File: src/rtl/sc_fir_pkg.sv
// Shared types and constants for the stochastic FIR sequencer.
// Holds the FSM enum, tap array type and Galois LFSR masks.
package sc_fir_pkg;

  localparam int N     = 11;
  localparam int ORDER = 9;
  localparam int POW2N = 1 << N;

  typedef enum logic [1:0] {
    IDLE,
    START,
    RUN,
    HOLD
  } seq_state_t;

  typedef logic [ORDER:0][N:0] tap_arr_t;

  // Right-shift Galois toggle masks, maximal length per width.
  function automatic logic [31:0] lfsr_taps(input int n);
    logic [31:0] m;
    case (n)
      3:       m = 32'h0006;
      4:       m = 32'h000C;
      5:       m = 32'h0014;
      6:       m = 32'h0030;
      7:       m = 32'h0060;
      8:       m = 32'h00B8;
      9:       m = 32'h0110;
      10:      m = 32'h0240;
      11:      m = 32'h0500;
      12:      m = 32'h0E08;
      13:      m = 32'h1C80;
      14:      m = 32'h3802;
      15:      m = 32'h6000;
      16:      m = 32'hB400;
      default: m = 32'h0500;
    endcase
    return m;
  endfunction

  localparam logic [31:0] LFSR_TAPS = lfsr_taps(N);

endpackage

File: src/rtl/sc_lfsr.sv
// Right-shift Galois LFSR with synchronous load and enable.
// Reset and load both restore the seed, so the state never reaches 0.
module sc_lfsr #(
  parameter int           W    = 11,
  parameter logic [W-1:0] TAPS = '0
) (
  input  logic         clock,
  input  logic         reset,
  input  logic         load,
  input  logic         enable,
  input  logic [W-1:0] seed,
  output logic [W-1:0] state
);

  logic [W-1:0] state_q;
  logic [W-1:0] state_d;

  always_comb begin
    state_d = state_q;
    if (load) begin
      state_d = seed;
    end else if (enable) begin
      state_d = (state_q >> 1) ^ (state_q[0] ? TAPS : '0);
    end
  end

  always_ff @(posedge clock) begin
    if (reset) begin
      state_q <= seed;
    end else begin
      state_q <= state_d;
    end
  end

  assign state = state_q;

endmodule

File: src/rtl/sc_fir_sequencer.sv
// Window sequencer for the stochastic FIR HWA datapath.
// Define SC_FIR_RNG_RESEED_EN to reload the LFSR at every window start.
module sc_fir_sequencer #(
  parameter int N     = 11,
  parameter int ORDER = 9,
  parameter int SEED  = 1
) (
  input  logic                 clock,
  input  logic                 reset,
  input  logic                 in_valid,
  output logic                 in_ready,
  input  logic [N:0]           in_sample,
  output logic [ORDER:0][N:0]  tap,
  output logic                 hwa_start,
  output logic [N-1:0]         sel_bits,
  output logic [N-1:0]         R_y,
  input  logic [N:0]           hwa_out,
  input  logic                 hwa_done,
  output logic                 y_valid,
  input  logic                 y_ready,
  output logic [N:0]           y_data,
  output logic                 busy
);

  import sc_fir_pkg::*;

  localparam logic [N-1:0] SEED_V  = N'(SEED);
  localparam logic [N-1:0] TAPS_V  = N'(lfsr_taps(N));
  localparam logic [N-1:0] SEL_MAX = '1;

`ifdef SC_FIR_RNG_RESEED_EN
  localparam logic RESEED = 1'b1;
`else
  localparam logic RESEED = 1'b0;
`endif

  seq_state_t          state_q, state_d;
  logic [ORDER:0][N:0] tap_q, tap_d;
  logic [N-1:0]        sel_q, sel_d;
  logic [N:0]          y_q, y_d;
  logic                lfsr_load;
  logic                lfsr_en;

  always_ff @(posedge clock) begin
    if (reset) begin
      state_q <= IDLE;
      tap_q   <= '0;
      sel_q   <= '0;
      y_q     <= '0;
    end else begin
      state_q <= state_d;
      tap_q   <= tap_d;
      sel_q   <= sel_d;
      y_q     <= y_d;
    end
  end

  always_comb begin
    state_d = state_q;
    tap_d   = tap_q;
    sel_d   = sel_q;
    y_d     = y_q;
    unique case (state_q)
      IDLE: begin
        if (in_valid) begin
          tap_d   = {tap_q[ORDER-1:0], in_sample};
          state_d = START;
        end
      end
      START: begin
        sel_d   = '0;
        state_d = RUN;
      end
      RUN: begin
        // sel at its last value forces capture if done never arrives
        if (hwa_done || sel_q == SEL_MAX) begin
          y_d     = hwa_out;
          sel_d   = '0;
          state_d = HOLD;
        end else begin
          sel_d = sel_q + 1'b1;
        end
      end
      HOLD: begin
        if (y_ready) begin
          state_d = IDLE;
        end
      end
      default: state_d = IDLE;
    endcase
  end

  always_comb begin
    in_ready  = 1'b0;
    hwa_start = 1'b1;
    busy      = 1'b0;
    y_valid   = 1'b0;
    lfsr_load = 1'b0;
    lfsr_en   = 1'b0;
    unique case (state_q)
      IDLE:  in_ready = 1'b1;
      START: begin
        busy      = 1'b1;
        lfsr_load = RESEED;
      end
      RUN: begin
        busy      = 1'b1;
        hwa_start = 1'b0;
        lfsr_en   = 1'b1;
      end
      HOLD:  y_valid = 1'b1;
      default: ;
    endcase
  end

  sc_lfsr #(
    .W    (N),
    .TAPS (TAPS_V)
  ) u_lfsr (
    .clock  (clock),
    .reset  (reset),
    .load   (lfsr_load),
    .enable (lfsr_en),
    .seed   (SEED_V),
    .state  (R_y)
  );

  assign tap      = tap_q;
  assign sel_bits = sel_q;
  assign y_data   = y_q;

endmodule

File: config.mk
export PLATFORM = sky130hd
export DESIGN_NAME = sc_fir_sequencer
export DESIGN_NICKNAME = d
export VERILOG_FILES = /design/src/rtl/sc_fir_pkg.sv /design/src/rtl/sc_lfsr.sv /design/src/rtl/sc_fir_sequencer.sv
export SDC_FILE = /design/constraint.sdc
export NUM_CORES = 1
export LEC_CHECK = 0
export CELL_PAD_IN_SITES_DETAIL_PLACEMENT = 0
export CELL_PAD_IN_SITES_GLOBAL_PLACEMENT = 1
export CORE_ASPECT_RATIO = 0.8
export CORE_MARGIN = 4
export CORE_UTILIZATION = 33
export DETAILED_ROUTE_END_ITERATION = 8
export GPL_ROUTABILITY_DRIVEN = 0
export PLACE_DENSITY = 0.88
export SYNTH_ARGS = -nofsm -noshare
export SYNTH_HDL_FRONTEND = slang
export SYNTH_SLANG_ARGS = --single-unit
File: constraint.sdc
create_clock -name clock -period 2 [get_ports clock]
set_input_delay 0.6 -clock clock [delete_from_list [all_inputs] [get_ports clock]]
set_output_delay 0.6 -clock clock [all_outputs]
set_load 0.005 [all_outputs]
==> flow_summary.json <==
{
  "worst_setup_path_start_kind": "flop",
  "mostFrequentLayoutCell": "nand2_1",
  "rows": 42,
  "peakVddDrop_mv": 0.716,
  "overflow": 0,
  "wire_per_inst_um": 15.3,
  "netlist_instances": 673,
  "synth_nets": 706,
  "path_buf_inv": 1,
  "ant_nets": 0,
  "drcViolationCount": 0,
  "grt_max_degree": 105,
  "dp_hpwl_um": 11800,
  "drtIter0Drc": 300,
  "min_period_ps": 1960,
  "dr.pass1.iters": 4,
  "pin_count": 187,
  "min_period_over_period": 0.978,
  "leakage_nw": 3.07,
  "skew_ps": 6.63,
  "mappedNetlistArea_sq_um": 5580,
  "syn_to_final_growth_pct": 51.8,
  "cp.arrival_ps": 1360,
  "cts.hold.buffers_added": 0,
  "worst_slack_ps": 44.8,
  "die_area_sq_um": 19100,
  "grt_pass1_vias": 4751,
  "status": "finished, final reports clean",
  "tightest_slew_ps": 471,
  "ys_warn_count": 0,
  "maxCapViolCount": 0,
  "clockBufferDepth": 2,
  "cp_cell_sequence": "clkdlybuf4s50_1",
  "drive_gt1_frac": 0.0947,
  "core_sq_um": 16600,
  "layout_common_cells": "245 x nand2_1, 169 x clkdlybuf4s50_1, 146 x dfxtp_1",
  "worst_setup_path_end_kind": "output pin",
  "final_util": 0.511,
  "drt_wl_total_um": 16700,
  "place_inst": 1065,
  "synth_flop_cell": "dfxtp_1",
  "cts_root_buf": "clkbuf_16",
  "grt_usage": 0.173,
  "relSlewSlack": 0.686,
  "synth-seq-cells": 156,
  "antenna_cells": 0,
  "critPathTopFamily": "buffers and inverters",
  "avgSynthCellArea_sq_um": 8.28,
  "die_x_um": 153,
  "fin_worst_hold_slack_ps": 452,
  "start_util": 0.337,
  "vias": 5018,
  "required_ps": 1400,
  "finalSetupTns_ps": 0,
  "cts.clk_slew.worst_paths_ps": 60,
  "grt_pass1_wl_um": 26600,
  "criticalPathCategory": "reg -> out",
  "cts_max_level": 4,
  "cts_buffers": 17,
  "fillers": 1612,
  "cellPowerDensity_nw_per_um2": 988,
  "antenna_found_initial": 0,
  "synth_edf_count": 0,
  "die_y_um": 124,
  "slew_viol_final": 0,
  "clock_sinks": 156,
  "clk_latency_ps": 410,
  "slowest_delay_ps": 580,
  "finalSetupViolCount": 0,
  "synth_async_sr_flop_share": 0,
  "hold_path_class": "reg -> reg",
  "final_hold_viol_count": 0,
  "slowest_stage": "clkdlybuf4s50_1",
  "fin_nets": 899,
  "io_buffers": 186,
  "path_max_fanout": 3,
  "ys_seq_area_frac": 0.560,
  "cts_tree": "yes",
  "ys_types": 30,
  "vias_per_cell": 4.58,
  "final_cells": 1096,
  "fmax_ghz": 0.511,
  "preCtsSetupSlack_ps": -82.6
}
registers in the layout, indices dropped and copies added (netlist names):
signal and flops:
tap 120, y_data 12, sel_bits 11, u_lfsr.state 11, state_q 2
metal layers:
metal | track usage | vias to the layer above | wire, um
met4 | 0.0477 | 0 | 255
met5 | 0 | - | 0
li1 | - | 2568 | -
met2 | 0.246 | 135 | 7210
met3 | 0.0615 | 17 | 1090
met1 | 0.249 | 2298 | 8180
synthesized netlist by cell type (2+ instances only):
cell type | n | share of area
a21oi_1 | 121 | 0.11
nor2_1 | 36 | 0.024
nand2_1 | 246 | 0.17
buf_1 | 2 | 0.0013
nand2b_1 | 3 | 0.0034
nand3_1 | 2 | 0.0018
a211oi_1 | 2 | 0.0027
and2_1 | 2 | 0.0022
clkbuf_1 | 40 | 0.027
dfxtp_1 | 156 | 0.56
nor2b_1 | 2 | 0.0022
nor3_1 | 3 | 0.0027
mux2i_1 | 23 | 0.041
buf_2 | 2 | 0.0018
ha_1 | 4 | 0.0090
nand4_1 | 3 | 0.0034
inv_1 | 4 | 0.0027
xor2_1 | 5 | 0.0079
xnor2_1 | 6 | 0.0094
final timing paths:
kind	to	from	cells past startpoint	slack, ps
worst max-delay path	tap[33]	tap[33]$_SDFFE_PP0P_	1	40
worst min-delay path	tap[108]$_SDFFE_PP0P_	tap[108]$_SDFFE_PP0P_	2	450
worst max register to register	sel_bits[9]$_SDFFE_PP0P_	state_q[1]$_SDFFE_PP0P_	8	210
worst min register to register	tap[108]$_SDFFE_PP0P_	tap[108]$_SDFFE_PP0P_	2	450
report_power, final:
part / total, mW / switching, mW / internal (mW)
combinational: 2.03 / 1.14 / 0.884
sequential: 3.38 / 0.115 / 3.26
clock: 2.96 / 1.18 / 1.77
total: 8.36 / 2.44 / 5.92
kinds of logic (layout without fill, tap and decap cells):
logic type                 Yosys count  in the layout  synth area share
muxes                               23             23            0.0413
xor gates and xnor gates            11             11            0.0173
adders and majority gates            4              4           0.00898
and+or+nand+nor                    301            301             0.214
AOI/OAI and AO/OA                  128            128             0.122
DFF                                156            156             0.560
buffers and inverters               50            253            0.0361
stage by stage:
stage / total power [mW] / instance area, sq um
final: 8.36 / 8470
after global routing: 8.78 / 8470
after CTS: 8.48 / 8450
after detailed placement: 5.51 / 7890
after global placement: 5.50 / 7890
after floorplan: 4.48 / 5580
final cells by class:
| type | instances | area, sq um | share of cell area |
|---|---|---|---|
| sequential | 156 | 3140 | 0.370 |
| multi-input combinational | 467 | 2260 | 0.267 |
| timing repair buffer | 220 | 2240 | 0.265 |
| clock buffer | 20 | 467 | 0.0551 |
| tap | 220 | 275 | 0.0325 |
| clock inverter | 9 | 72.6 | 0.00857 |
| inverter | 4 | 15.0 | 0.00177 |
timing repair:
action                     4_1_cts  5_1_grt
setup endpoints to repair       25       12
pin swaps                        1        0
resized for setup               18       12
setup buffers                    2        0
(Power assumes the default switching activity.)
